==> config.mk <==
export PLATFORM = sky130hd
export DESIGN_NAME = adder_tree_feeder
export DESIGN_NICKNAME = d
export VERILOG_FILES = /design/src/rtl/adder_tree_feeder.sv
export SDC_FILE = /design/constraint.sdc
export NUM_CORES = 1
export LEC_CHECK = 0
export CORE_MARGIN = 3
export CORE_UTILIZATION = 25
export CTS_BUF_LIST = sky130_fd_sc_hd__clkbuf_16
export CTS_CLUSTER_DIAMETER = 150
export DETAILED_ROUTE_END_ITERATION = 7
export GPL_ROUTABILITY_DRIVEN = 0
export PLACE_DENSITY = 0.48
export SLEW_MARGIN = 25
export SYNTH_ARGS = -nofsm -noshare
export SYNTH_HDL_FRONTEND = slang
export SYNTH_SLANG_ARGS = --single-unit
==> constraint.sdc <==
create_clock -name clk -period 2.8 [get_ports clk]
set_input_delay 0.56 -clock clk [delete_from_list [all_inputs] [get_ports clk]]
set_output_delay 0.56 -clock clk [all_outputs]
set_load 0.1 [all_outputs]
==> src/rtl/adder_tree_feeder.sv <==
// adder_tree_feeder: serial-to-parallel front end for the floating-point AdderTree.
// It packs up to LENGTH words into tree_addends, pulses tree_valid_in for one cycle,
// waits for tree_valid_out, and returns the captured sum on a valid/ready stream.
// Optional macro FEEDER_TIMEOUT_EN adds a WAIT-state watchdog and a sticky timeout_err flag.
//
// Handshakes: a word moves on s_* in a cycle where s_valid && s_ready are both high at
// the rising edge. A sum moves on m_* in a cycle where m_valid && m_ready are both high.
// m_valid never drops and m_sum never changes until that handshake has happened.
module adder_tree_feeder #(
    parameter int DATA_WIDTH     = 32,
    parameter int LENGTH         = 18,
    parameter int TIMEOUT_CYCLES = 64
) (
    input  logic                         clk,
    input  logic                         rst,
    input  logic [DATA_WIDTH-1:0]        s_data,
    input  logic                         s_valid,
    input  logic                         s_last,
    output logic                         s_ready,
    output logic [DATA_WIDTH*LENGTH-1:0] tree_addends,
    output logic                         tree_valid_in,
    input  logic [DATA_WIDTH-1:0]        tree_sum,
    input  logic                         tree_valid_out,
    output logic [DATA_WIDTH-1:0]        m_sum,
    output logic                         m_valid,
    input  logic                         m_ready,
    output logic                         busy,
    output logic                         timeout_err
);

    localparam int IDX_W = (LENGTH > 1) ? $clog2(LENGTH) : 1;
    localparam logic [IDX_W-1:0] LAST_IDX = IDX_W'(LENGTH - 1);

    // Nonsensical configurations are rejected at elaboration time.
    if (LENGTH < 2 || TIMEOUT_CYCLES < 1) begin : g_bad_params
        $error("adder_tree_feeder: LENGTH must be >= 2 and TIMEOUT_CYCLES >= 1");
    end

    typedef enum logic [1:0] {
        FILL  = 2'd0,
        ISSUE = 2'd1,
        WAIT  = 2'd2,
        OUT   = 2'd3
    } state_t;

    state_t           state;
    state_t           state_next;
    logic [IDX_W-1:0] idx;
    logic             accept;
    logic             group_done;
    logic             wait_expired;

    // A word is accepted only in FILL, and never while reset is held.
    assign accept     = s_valid && (state == FILL) && !rst;
    // The group closes on the LENGTH-th word, or earlier on s_last.
    assign group_done = accept && ((idx == LAST_IDX) || s_last);

    // State register.
    always_ff @(posedge clk) begin
        if (rst) begin
            state <= FILL;
        end else begin
            state <= state_next;
        end
    end

    // Next-state decode and the Moore-style handshake outputs.
    always_comb begin
        state_next    = state;
        s_ready       = 1'b0;
        tree_valid_in = 1'b0;
        busy          = 1'b1;
        case (state)
            FILL: begin
                s_ready = !rst;
                busy    = 1'b0;
                if (group_done) begin
                    state_next = ISSUE;
                end
            end
            ISSUE: begin
                tree_valid_in = 1'b1;
                state_next    = WAIT;
            end
            WAIT: begin
                if (tree_valid_out) begin
                    state_next = OUT;
                end else if (wait_expired) begin
                    state_next = FILL;
                end
            end
            OUT: begin
                if (m_ready) begin
                    state_next = FILL;
                end
            end
            default: begin
                state_next = FILL;
            end
        endcase
    end

    // Slot packing, sum capture and the output stream registers.
    always_ff @(posedge clk) begin
        if (rst) begin
            idx          <= '0;
            tree_addends <= '0;
            m_sum        <= '0;
            m_valid      <= 1'b0;
        end else begin
            case (state)
                FILL: begin
                    if (accept) begin
                        // Unused upper slots become +0.0 so a short group sums correctly.
                        for (int j = 0; j < LENGTH; j++) begin
                            if (j == int'(idx)) begin
                                tree_addends[j*DATA_WIDTH +: DATA_WIDTH] <= s_data;
                            end else if (group_done && (j > int'(idx))) begin
                                tree_addends[j*DATA_WIDTH +: DATA_WIDTH] <= '0;
                            end
                        end
                        if (group_done) begin
                            idx <= '0;
                        end else begin
                            idx <= idx + 1'b1;
                        end
                    end
                end
                WAIT: begin
                    // Leaving WAIT on the same edge means only the first valid cycle captures.
                    if (tree_valid_out) begin
                        m_sum   <= tree_sum;
                        m_valid <= 1'b1;
                    end else if (wait_expired) begin
                        tree_addends <= '0;
                    end
                end
                OUT: begin
                    if (m_ready) begin
                        m_valid      <= 1'b0;
                        tree_addends <= '0;
                    end
                end
                default: begin
                end
            endcase
        end
    end

`ifdef FEEDER_TIMEOUT_EN
    localparam int CNT_W = $clog2(TIMEOUT_CYCLES + 1);
    localparam logic [CNT_W-1:0] CNT_LAST = CNT_W'(TIMEOUT_CYCLES - 1);

    logic [CNT_W-1:0] wait_cnt;
    logic             timeout_q;

    // The last allowed WAIT cycle passing without a tree answer abandons the group.
    assign wait_expired = (state == WAIT) && !tree_valid_out && (wait_cnt == CNT_LAST);
    assign timeout_err  = timeout_q;

    // WAIT cycle counter (zeroed in ISSUE) and the sticky error flag.
    always_ff @(posedge clk) begin
        if (rst) begin
            wait_cnt  <= '0;
            timeout_q <= 1'b0;
        end else begin
            if (state == ISSUE) begin
                wait_cnt <= '0;
            end else if (state == WAIT) begin
                wait_cnt <= wait_cnt + 1'b1;
            end
            if (wait_expired) begin
                timeout_q <= 1'b1;
            end
        end
    end
`else
    assign wait_expired = 1'b0;
    assign timeout_err  = 1'b0;
`endif

endmodule

==> Word level (Yosys, flattened, before mapping) <==
Cells that the tools add are included.
{ "word_totals": {"reg_bits": 616, "out_inout_bits": 613, "input_bits": 70, "elab_cells": 180} }
{ "classes": {"reduce_logical": 48, "magnitude_cmp": 17, "eq_ne": 43, "mux": 49, "addsub": 1} }
{ "op_table": {"columns": ["operator", "n"], "rows": [
  ["$mux 576", 2],
  ["$pmux 576 s2", 1],
  ["$mux 32", 35],
  ["$reduce_and 4->1", 18],
  ["$ne 3x1->1 const B", 17],
  ["$eq 5x5->1 const A", 10],
  ["$gt 4x5->1 const A", 8],
  ["$eq 4x5->1 const A", 4],
  ["$gt 3x5->1 const A", 4],
  ["$logic_and 1x1->1", 20],
  ["$eq 3x5->1 const A", 2],
  ["$gt 2x5->1 const A", 2],
  ["$gt 5x5->1 const A", 2],
  ["$ne 2x2->1 const B", 4],
  ["$pmux 2 s4", 1],
  ["$mux 2", 3],
  ["$reduce_and 3->1", 2],
  ["$add 5x1->5 const B", 1],
  ["$eq 2x5->1 const A", 1],
  ["$eq 5x5->1 const B", 1],
  ["$gt 1x5->1 const A", 1],
  ["$logic_not 5->1", 1],
  ["$mux 1", 5],
  ["$mux 5", 1],
  ["9 further kinds", 12]
]} }

==> Depth between registers and ports, before layout <==
{ "depth": {"word_depth": 9, "depth_mapped": 11, "depth_no_buf": 8} }

==> Worst setup path after synthesis <==
Ideal clock, no wire load.
{ "synth_path": {"kind": "input port to flip-flop", "from": "input port rst", "to": "register tree_addends[184]", "stages": 8, "setup_slack_ns": 0.138, "setup_ns": 0.119, "arrival_ns": 2.543, "required_time_ns": 2.681, "n_path_buf": 2, "cell_sequence": "buf_2 nand2b_1 inv_1 nand4_1 a211oi_1 nor2_1 clkbuf_1 a32o_1"} }
{ "synth_via": {"elab_chain_len": 6, "elab_cells_between_ends": 7, "cone_classes": "2 x eq/ne; 5 x reduce/logical"} }
{ "synth_rtl": {"columns": ["element", "line", "rtl"], "rows": [
  ["start: declaration", "15", "input logic rst,"],
  ["$logic_not 1->1", "54", "assign accept = s_valid && (state == FILL) && !rst;"],
  ["$logic_and 1x1->1", "54", null],
  ["$logic_and 1x1->1", "56", "assign group_done = accept && ((idx == LAST_IDX) || s_last);"],
  ["$logic_and 1x1->1", "118", "end else if (group_done && (j > int'(idx))) begin"],
  ["$ne 3x1->1 (no source line)", null, null],
  ["$reduce_and 4->1 (no source line)", null, null],
  ["end signal: indexed assignment", "117", "tree_addends[j*DATA_WIDTH +: DATA_WIDTH] <= s_data;"],
  ["end: declaration", "20", "output logic [DATA_WIDTH*LENGTH-1:0] tree_addends,"]
]} }
Parallel ways exist; a longest one is shown, timed or not.
A chain may end at the register's enable or synchronous reset.

==> Worst setup path after layout <==
{ "layout_path": {"from": "register state[0]", "to": "output port busy"} }
{ "layout_via": {"elab_chain_len": 2} }
{ "layout_rtl": {"columns": ["element", "line", "rtl"], "rows": [
  ["start: declaration", "46", "state_t state;"],
  ["start signal: assignment", "63", "state <= state_next;"],
  ["$logic_not 2->1", "73", "case (state)"],
  ["$mux 1", "73", null],
  ["end: declaration", "27", "output logic busy,"]
]} }
Every way passes these cells.

==> summary.txt <==
Status -> finished clean
All-Layer GR Usage -> 22.35%
CP Launch Type -> flip-flop
Row count -> 107
Clk slew on worst S/H paths -> 0.06 ns
Maximum Capacitance Violations -> 0
Worst skew pair latency -> 0.60 ns
Crit-path cells -> inv_1 -> ha_2 -> buf_4 -> inv_2 -> buf_4 -> buf_12
Hold Crit Depth -> 2
Cell taking the most area after synthesis -> dfxtp_1
Num Clock Sinks -> 616
CTS Hold Bufs -> 0
Die Y-Extent -> 300.8 um
Worst hold path endpoint -> m_sum[27]
Hpwl dp -> 71,840 um
Yosys top cell area share -> 56.76%
Slowest stage delay, CP -> 0.40 ns
PortBufs -> 681
Core ar. -> 85,680 sq um
Via density -> 5.262
1st-iter DRT viols -> 1,673
Final setup skew -> 0.02385 ns
Worst hold path type -> flip-flop to flip-flop
Vias -> 20,990
Avg WL per Cell -> 26.92 um
Leakage -> 12.72 nW
PwrDens -> 691.1 nW/um^2
Fillers -> 8,586
R2r endpoint -> tree_addends[474]
Fin. max-slew vios -> 0
H-tree depth -> 3
Die area -> 90,480 sq um
Area grow syn2layout -> 45.50%
DRT Pass-1 Iters -> 6
DRC violations left -> 0
Fmax -> 0.3744 GHz
Initial antenna violation count -> 3
Reg-to-Reg Start -> state[0]
Final min period -> 2.671 ns
First-pass GRT wire length -> 148,200 um
Largest net degree at the start of global routing -> 190
Top post-synthesis cells by area -> dfxtp_1, a32oi_1, nor2_1, a32o_1, clkbuf_1
Synth Flop Type -> dfxtp_1
Synth Cell Area -> 21,730 sq um
Crit-path slowest cell -> dfxtp_1
Placement Setup Slack -> -0.05483 ns
Layout cells sized above 1 -> 31.93%
Number of endpoints failing setup at the final stage -> 0
Starting Density -> 25.36%
Cells on worst reg2reg path -> 10
Mean Syn Cell Area -> 9.962 sq um
Min Hold Slack -> 0.4522 ns
Synth async-reset ratio -> 0%
CTS Buf Count -> 72
CP dominant cell by count -> buf_4
Antenna violation net count after detailed routing -> 0
Post-synthesis sequential area ratio -> 56.76%
Grt total ovfl -> 0
Post-synth EDFFs -> 0
Reg2Reg Setup Slack -> 0.27 ns
Max-slew headroom -> 26.21%
CTS tree -> yes
Die Wd -> 300.8 um
Vias in the first global route -> 19,770
Hold Violations, Final -> 0
Ports -> 683
Worst Path Arrival -> 2.11 ns
Worst setup margin -> 0.1287 ns
Max FO, Critical Path -> 11
Slew @ Worst Pin -> 1.107 ns
Unrepaired setup endpoints after global routing -> false
CTS max path bufs -> 3
Synth cell types -> 58
Worst vdd ir -> 0.4825 mV
Fin crit share -> 95.40%
Total Wirelength -> 107,400 um
Crit end category -> output port
CP required -> 2.24 ns
# nets final -> 2,866
Setup Crit Path Kind -> flip-flop to output port
Root Driver -> clkbuf_16
Most instantiated cells after synthesis -> dfxtp_1, nor2_1, a32oi_1, clkbuf_1, a32o_1
Critical hold path startpoint -> m_sum[27]
Most common cell in the synthesized netlist -> dfxtp_1
Synth Net Count -> 2,260
Syn Inst Count -> 2,181
Syn. warnings -> 0
FF+latch count, synth -> 616
==> layout make-up <==
| class | count | area, sq um | area share, % |
|---|---|---|---|
| multi-input combinational | 1282 | 8728 | 27.61 |
| inverter | 12 | 45.04 | 0.1425 |
| antenna | 1 | 2.502 | 0.007916 |
| sequential | 616 | 12330 | 39.01 |
| clock inverter | 58 | 495.5 | 1.567 |
| tap | 1144 | 1431 | 4.528 |
| clock buffer | 73 | 1827 | 5.779 |
| timing repair buffer | 803 | 6751 | 21.36 |
==> cell families after synthesis <==
group / synth area share [%]
DFF: 56.76
AOI/OAI and AO/OA: 25.31
buffers and inverters: 5.148
and+or+nand+nor: 12.20
muxes: 0.04607
adders and majority gates: 0.5183
other: 0.01726
==> where the power goes <==
group / switching (mW) / internal, mW / total [mW]
Sequential: 0.0706 / 8.86 / 8.94
Clock: 3.92 / 5.42 / 9.34
Combinational: 2.63 / 0.941 / 3.57
Total: 6.62 / 15.2 / 21.8
==> metal layers <==
metal	share of wire [%]	global-route usage, %	vias up
met5	0	0	-
met4	4.8	10.06	0
met3	8.3	5.912	215
met2	47	36.26	968
met1	40	27.75	10470
li1	-	-	9340
==> sequential cells by signal (all words and copies together) (netlist names) <==
signal	cells
m_valid	1
tree_addends	576
idx	5
m_sum	32
state	2
==> critical path: cells and delay by family, from the launching register on <==
kind / cells / cell delay [ns]
adders and majority gates: 1 / 0.26
buffers and inverters: 5 / 0.84
DFF: 1 / 0.40
==> cell usage in the layout (no fill, tap or decap), types with 7 or more instances in the layout <==
cell type	n
a32oi_1	279
bufinv_16	7
inv_1	22
clkinv_2	19
clkinv_1	15
nand3b_1	33
a22o_1	35
and2_1	9
clkdlybuf4s50_1	68
nand2_1	103
buf_12	42
nor2_1	397
buf_4	691
a22oi_1	107
dfxtp_1	616
nor2b_4	33
o21ai_0	37
a21oi_1	43
a32o_1	125
clkbuf_16	73
==> how the worst max path moves through the flow <==
stage          startpoint           endpoint  slack (ns)  depth (start not counted)
2_1_floorplan         rst  tree_addends[184]        0.14                          8
3_5_place_dp      s_valid  tree_addends[276]       -0.05                          7
6_report         state[0]               busy        0.13                          6
5_1_grt          state[0]               busy       0.007                          6
3_3_place_gp      s_valid  tree_addends[259]       0.003                          7
4_1_cts          state[0]               busy        0.08                          6
==> per-stage QoR <==
step / instances / instance area [sq um] / power [mW] / TNS, ns / utilization (%)
2_1_floorplan: 2181 / 21730 / 11.07 / 0 / -
3_3_place_gp: 3856 / 29260 / 12.66 / 0 / 34.15
3_5_place_dp: 3857 / 29290 / 12.70 / -1.563 / 34.18
4_1_cts: 3988 / 31610 / 22.11 / 0 / 36.89
5_1_grt: 3988 / 31610 / 22.58 / 0 / 36.89
6_report: 3989 / 31610 / 21.85 / 0 / 36.90
==> what timing repair did <==
item                       4_1_cts  5_1_grt
setup endpoints to repair        1        0
setup buffers                    0        0
resized for setup                1        0
hold endpoints to repair         0        0
No activity file was read; power rests on OpenSTA's default activity.
